[src/rtl/input_debouncer_pkg.sv]
// ============================================================================
// Module      : debounce_pkg
// Description : Shared debouncer FSM state encoding and default widths.
// Revision    : 1.0
// ============================================================================
`default_nettype none

package debounce_pkg;

   localparam int c_GLITCH_W = 8;

   // Bit 1 of the encoding tracks the accepted output level.
   typedef enum logic [1:0] {
      STABLE_LO = 2'b00,
      PEND_HI   = 2'b01,
      STABLE_HI = 2'b11,
      PEND_LO   = 2'b10
   } deb_state_t;

endpackage

`default_nettype wire

[src/rtl/input_debouncer_if.sv]
// ============================================================================
// Module      : input_debouncer_if
// Description : Signal bundle between a debouncer and its user.
// Revision    : 1.0
// ============================================================================
`default_nettype none

interface input_debouncer_if
   import debounce_pkg::*;
#(
   parameter int GLITCH_W = c_GLITCH_W
) ();

   logic                in_sig;
   logic                glitch_clr;
   logic                sig_out;
   logic                busy;
   logic [GLITCH_W-1:0] glitch_cnt;

   modport master (
      output in_sig,
      output glitch_clr,
      input  sig_out,
      input  busy,
      input  glitch_cnt
   );

   modport slave (
      input  in_sig,
      input  glitch_clr,
      output sig_out,
      output busy,
      output glitch_cnt
   );

endinterface

`default_nettype wire

[src/rtl/input_debouncer_sync_chain.sv]
// ============================================================================
// Module      : sync_chain
// Description : Multi-flop synchronizer for a single asynchronous bit.
// Revision    : 1.0
// ============================================================================
`default_nettype none

module sync_chain #(
   parameter int STAGES = 2
) (
   input  wire logic clk,
   input  wire logic rst,
   input  wire logic d,
   output logic      q
);

   logic [STAGES-1:0] r_sync;

   always_ff @(posedge clk) begin
      if (rst) begin
         r_sync <= '0;
      end else begin
         r_sync <= {r_sync[STAGES-2:0], d};
      end
   end

   assign q = r_sync[STAGES-1];

endmodule

`default_nettype wire

[src/rtl/input_debouncer.sv]
// ============================================================================
// Module      : input_debouncer
// Description : Synchronizes and debounces a bouncy input; counts aborts.
// Revision    : 1.0
// ============================================================================
`default_nettype none

module input_debouncer
   import debounce_pkg::*;
#(
   parameter int SYNC_STAGES     = 2,
   parameter int DEBOUNCE_CYCLES = 16,
   parameter int GLITCH_W        = c_GLITCH_W
) (
   input  wire logic         clk,
   input  wire logic         rst,
   input_debouncer_if.slave  dbus
);

   localparam int                 c_CNT_W    = $clog2(DEBOUNCE_CYCLES);
   localparam logic [c_CNT_W-1:0] c_CNT_ONE  = c_CNT_W'(1);
   localparam logic [c_CNT_W-1:0] c_CNT_LAST = c_CNT_W'(DEBOUNCE_CYCLES - 1);

   logic                w_sync_sig;
   deb_state_t          r_state;
   deb_state_t          w_state_nxt;
   logic [c_CNT_W-1:0]  r_cnt;
   logic [c_CNT_W-1:0]  w_cnt_nxt;
   logic                w_abort;
   logic                r_sig_out;
   logic                w_busy;
   logic [GLITCH_W-1:0] r_glitch_cnt;

   sync_chain #(
      .STAGES (SYNC_STAGES)
   ) u_sync (
      .clk (clk),
      .rst (rst),
      .d   (dbus.in_sig),
      .q   (w_sync_sig)
   );

   always_ff @(posedge clk) begin
      if (rst) begin
         r_state   <= STABLE_LO;
         r_cnt     <= '0;
         r_sig_out <= 1'b0;
      end else begin
         r_state   <= w_state_nxt;
         r_cnt     <= w_cnt_nxt;
         r_sig_out <= (w_state_nxt == STABLE_HI) || (w_state_nxt == PEND_LO);
      end
   end

   // Counter restarts at zero on every state change except entry into a PEND state.
   always_comb begin
      w_state_nxt = r_state;
      w_cnt_nxt   = '0;
      w_abort     = 1'b0;
      case (r_state)
         STABLE_LO: begin
            if (w_sync_sig) begin
               w_state_nxt = PEND_HI;
               w_cnt_nxt   = c_CNT_ONE;
            end
         end
         PEND_HI: begin
            if (!w_sync_sig) begin
               w_state_nxt = STABLE_LO;
               w_abort     = 1'b1;
            end else if (r_cnt == c_CNT_LAST) begin
               w_state_nxt = STABLE_HI;
            end else begin
               w_cnt_nxt   = r_cnt + c_CNT_ONE;
            end
         end
         STABLE_HI: begin
            if (!w_sync_sig) begin
               w_state_nxt = PEND_LO;
               w_cnt_nxt   = c_CNT_ONE;
            end
         end
         PEND_LO: begin
            if (w_sync_sig) begin
               w_state_nxt = STABLE_HI;
               w_abort     = 1'b1;
            end else if (r_cnt == c_CNT_LAST) begin
               w_state_nxt = STABLE_LO;
            end else begin
               w_cnt_nxt   = r_cnt + c_CNT_ONE;
            end
         end
         default: begin
            w_state_nxt = STABLE_LO;
         end
      endcase
   end

   always_comb begin
      w_busy = (r_state == PEND_HI) || (r_state == PEND_LO);
   end

   // Clear takes priority over a coincident abort.
   always_ff @(posedge clk) begin
      if (rst || dbus.glitch_clr) begin
         r_glitch_cnt <= '0;
      end else if (w_abort && (r_glitch_cnt != {GLITCH_W{1'b1}})) begin
         r_glitch_cnt <= r_glitch_cnt + GLITCH_W'(1);
      end
   end

   assign dbus.sig_out    = r_sig_out;
   assign dbus.busy       = w_busy;
   assign dbus.glitch_cnt = r_glitch_cnt;

endmodule

`default_nettype wire
[src/flat_wrapper.sv]
// flat-port wrapper written by rule: the top's interface ports become plain ports
module input_debouncer_flat import debounce_pkg::*;
#(
   parameter int SYNC_STAGES     = 2,
   parameter int DEBOUNCE_CYCLES = 16,
   parameter int GLITCH_W        = c_GLITCH_W
)
  (clk, rst, dbus_in_sig, dbus_glitch_clr, dbus_sig_out, dbus_busy, dbus_glitch_cnt);
  input_debouncer_if #(.GLITCH_W(GLITCH_W)) dbus_i ();
  input  wire logic clk;
  input  wire logic rst;
  input wire logic [$bits(dbus_i.in_sig)-1:0] dbus_in_sig;
  input wire logic [$bits(dbus_i.glitch_clr)-1:0] dbus_glitch_clr;
  output wire logic [$bits(dbus_i.sig_out)-1:0] dbus_sig_out;
  output wire logic [$bits(dbus_i.busy)-1:0] dbus_busy;
  output wire logic [$bits(dbus_i.glitch_cnt)-1:0] dbus_glitch_cnt;
  assign dbus_i.in_sig = dbus_in_sig;
  assign dbus_i.glitch_clr = dbus_glitch_clr;
  assign dbus_sig_out = dbus_i.sig_out;
  assign dbus_busy = dbus_i.busy;
  assign dbus_glitch_cnt = dbus_i.glitch_cnt;
  input_debouncer #(.SYNC_STAGES(SYNC_STAGES), .DEBOUNCE_CYCLES(DEBOUNCE_CYCLES), .GLITCH_W(GLITCH_W)) u_core (.clk(clk), .rst(rst), .dbus(dbus_i));
endmodule
[config.mk]
export PLATFORM = sky130hd
export DESIGN_NAME = input_debouncer_flat
export DESIGN_NICKNAME = d
export VERILOG_FILES = /design/src/rtl/input_debouncer_pkg.sv /design/src/rtl/input_debouncer_if.sv /design/src/rtl/input_debouncer_sync_chain.sv /design/src/rtl/input_debouncer.sv /design/src/flat_wrapper.sv
export SDC_FILE = /design/constraint.sdc
export NUM_CORES = 1
export LEC_CHECK = 0
export CAP_MARGIN = 20
export CORE_MARGIN = 1
export CORE_UTILIZATION = 25
export CTS_BUF_LIST = sky130_fd_sc_hd__clkbuf_4 sky130_fd_sc_hd__clkbuf_8 sky130_fd_sc_hd__clkbuf_16
export CTS_CLUSTER_DIAMETER = 120
export DETAILED_ROUTE_END_ITERATION = 10
export MAX_ROUTING_LAYER = met4
export RECOVER_POWER = 25
export SYNTH_ARGS = -nofsm -noshare
export SYNTH_HDL_FRONTEND = slang
export SYNTH_SLANG_ARGS = --single-unit
[constraint.sdc]
create_clock -name clk -period 2 [get_ports clk]
set_clock_uncertainty 0.15 [all_clocks]
set_input_delay 0.5 -clock clk [delete_from_list [all_inputs] [get_ports clk]]
set_output_delay 0.5 -clock clk [all_outputs]
set_load 0.05 [all_outputs]
==> flow_summary.toml <==
[floorplanning]
rows = 21
core_um2 = 3340
io_pins = 14
initial_core_util_pct = 26.2
die_w_um = 61.2
fp.dieH_um = 61.2
dieArea_um2 = 3740

[final_layout]
syn_to_final_growth_pct = 20.7
nNetsFinal = 122
fin_util_pct = 31.7
num_antenna_cells = 0
nFillCells = 359
drive_gt1_share_pct = 14.4
post-route-cell-area_um2 = 1060

[route]
top_layer_used = "met4"
wire_per_inst_um = 10.1
met3_length_um = 62
dr_total_vias = 734
viasPerCell = 4.68
drc = 0
drt-met1-wl_um = 689
wl_mm = 1.59
drt_first_iter_violations = 28
firstDrtPassIters = 4
wl_met2_um = 819
drtAntennaViolNets = 0

[synthesis]
yosysWarnings = 0
syn-cell-area_um2 = 876
ys_seq_area_share_pct = 38.9
synth-edff-count = 0
ys_ff_latch = 17
synthArstFlopShare_pct = 0
synth_nets = 106
synthCells = 96
synth.avg_cell_area_um2 = 9.12
ys_types = 35
ys_dominant_reg_cell = "dfxtp_1"

[power]
switching_share_pct = 22.6
p_seq_share_pct = 59.0
p_switching_uw = 133
clkPwrFrac_pct = 33.2
p_leak_uw = 0.000397
p_int_uw = 455
power_density_nw_per_um2 = 556
share_comb_of_total_power_pct = 7.8
vdd_drop_max_uv = 140

[clock_tree]
ctsHoldBuffers = 0
htree_levels = 1
cts-root-buf = "clkbuf_4"
clk_latency_ns = 0.28
cts_tree = "built"
cts_made_buffers = 3
postCtsResizedCells = 0
clk_pin_slew_worst_paths_ns = 0.10
post_cts_buffers = 0
cts_buffer_depth = 2
clock_sinks = 17

[sta]
grt_setup_unrepaired = "false"
setup_tns_ns = 0
min_period_ns = 1.88
timing.final.crit_share_pct = 94.0
fmax_mhz = 532
whs_ns = 0.302
slew_violations = 0
setup_viol = 0
worst_pin_slew_ns = 0.597
max_slew_margin_pct = 60.4
hold_viol_final = 0

[grt]
grt.total_usage_pct = 9.78
antenna_found_initial = 0
grt_pass1_wl_mm = 2.57
grt_pass1_vias = 660
grt-ovfl-total = 0
grt_max_degree = 10

[setup_path]
cp_max_fo = 3
critPathRequiredTime_ns = 1.35
ff2ff_setup_slack_ns = 0.17
cp.arrival_ns = 1.23
path_class = "reg2out"
end_kind = "output port"
crit_path_start_kind = "flip-flop"

[run]
max-cap-violations = 0

[placement]
gp_congestion = 0.733
dp_hpwl_mm = 1.22
placed_area_um2 = 1040
port_buffers = 13

[hold_path]
hold_class = "reg2reg"

[run_status]
status = "completed"
-- cell usage in the layout, fill, tap and decap left out, drive strengths merged, types with 2 or more instances in the layout --
| cell type | Yosys | layout |
|---|---|---|
| mux2i | 2 | 2 |
| o211ai | 2 | 2 |
| clkdlybuf4s50 | 0 | 2 |
| nand4 | 2 | 2 |
| buf | 4 | 9 |
| or3 | 2 | 2 |
| dfxtp | 17 | 17 |
| xor2 | 5 | 5 |
| a21oi | 5 | 5 |
| and3 | 2 | 2 |
| ha | 6 | 6 |
| a31oi | 3 | 3 |
| nor3 | 2 | 2 |
| o21ai | 6 | 6 |
| inv | 3 | 3 |
| nor3b | 3 | 3 |
| and2 | 2 | 2 |
| nand3 | 3 | 3 |
| nor2 | 9 | 9 |
| clkbuf | 0 | 7 |
| nand2 | 6 | 6 |
-- synth_stat cells (2+ instances only) --
master | instances | share of area, %
buf_2 | 2 | 1.1
and3_1 | 2 | 1.4
a31oi_1 | 3 | 2.1
o21ai_0 | 5 | 2.9
nor2_1 | 9 | 3.9
nor3_1 | 2 | 1.1
xor2_1 | 5 | 5.0
ha_1 | 6 | 8.6
nand2_1 | 6 | 2.6
nand4_1 | 2 | 1.4
or3_1 | 2 | 1.4
and2_1 | 2 | 1.4
nand3_1 | 3 | 1.7
nor3b_1 | 3 | 2.6
inv_1 | 3 | 1.3
dfxtp_1 | 17 | 39
mux2i_1 | 2 | 2.3
a21oi_1 | 5 | 2.9
-- power groups by stage --
stage	registers [uW]	clock network, uW	logic (uW)
3_3_place_gp	354	0	46.8
2_1_floorplan	354	0	32.2
4_1_cts	347	207	47.8
3_5_place_dp	354	0	47.7
6_report	347	195	45.8
5_1_grt	347	217	49.3
-- area by class of cell --
cell class | instances | area, um2 | area share [%]
Inverter | 3 | 11.3 | 1.07
Timing Repair Buffer | 15 | 123 | 11.6
Clock buffer | 4 | 30.0 | 2.84
Multi-Input combinational cell | 72 | 495 | 46.9
Tap cell | 46 | 57.6 | 5.44
Sequential cell | 17 | 340 | 32.2
-- final timing paths --
kind                                start                   endpoint  cells past startpoint
setup / recovery        u_core.r_state[0]                  dbus_busy                      3
hold / removal    u_core.u_sync.r_sync[0]    u_core.u_sync.r_sync[1]                      1
setup reg to reg        u_core.r_state[0]  u_core.dbus.glitch_cnt[5]                      6
hold reg to reg   u_core.u_sync.r_sync[0]    u_core.u_sync.r_sync[1]                      1
-- cells by family after synthesis --
| group | Yosys count | share of synthesized area [%] |
|---|---|---|
| flops | 17 | 38.9 |
| fa+ha+maj | 6 | 8.57 |
| simple gates | 37 | 22.4 |
| xor+xnor | 6 | 6.00 |
| buf+inv | 7 | 4.57 |
| mux | 3 | 4.00 |
| compound gates | 20 | 15.6 |
-- through the flow --
stage	setup slack, ns	power (uW)	std cells
after floorplan	0.0580	386	96
after global placement	0.0749	401	153
after detailed placement	0.0494	402	153
after CTS	0.0918	601	157
after global routing	0.0358	613	157
final	0.121	587	157
-- critical path, cell delays in order (launching register included) --
cell and delay, ns:
dfxtp_1 0.37, inv_1 0.09, ha_1 0.33, buf_12 0.16
-- state kept, by name (all words and copies together), names as in the netlist --
register / count
u_core.r_cnt: 4
u_core.u_sync.r_sync: 2
u_core.dbus.sig_out: 1
u_core.r_state: 2
u_core.dbus.glitch_cnt: 8
-- per-layer routing --
layer | vias to the layer above | track usage, %
met5 | - | -
met2 | 12 | 17.4
met4 | 0 | 5.84
met3 | 2 | 2.52
met1 | 342 | 9.48
li1 | 378 | -
(Power assumes the default switching activity.)
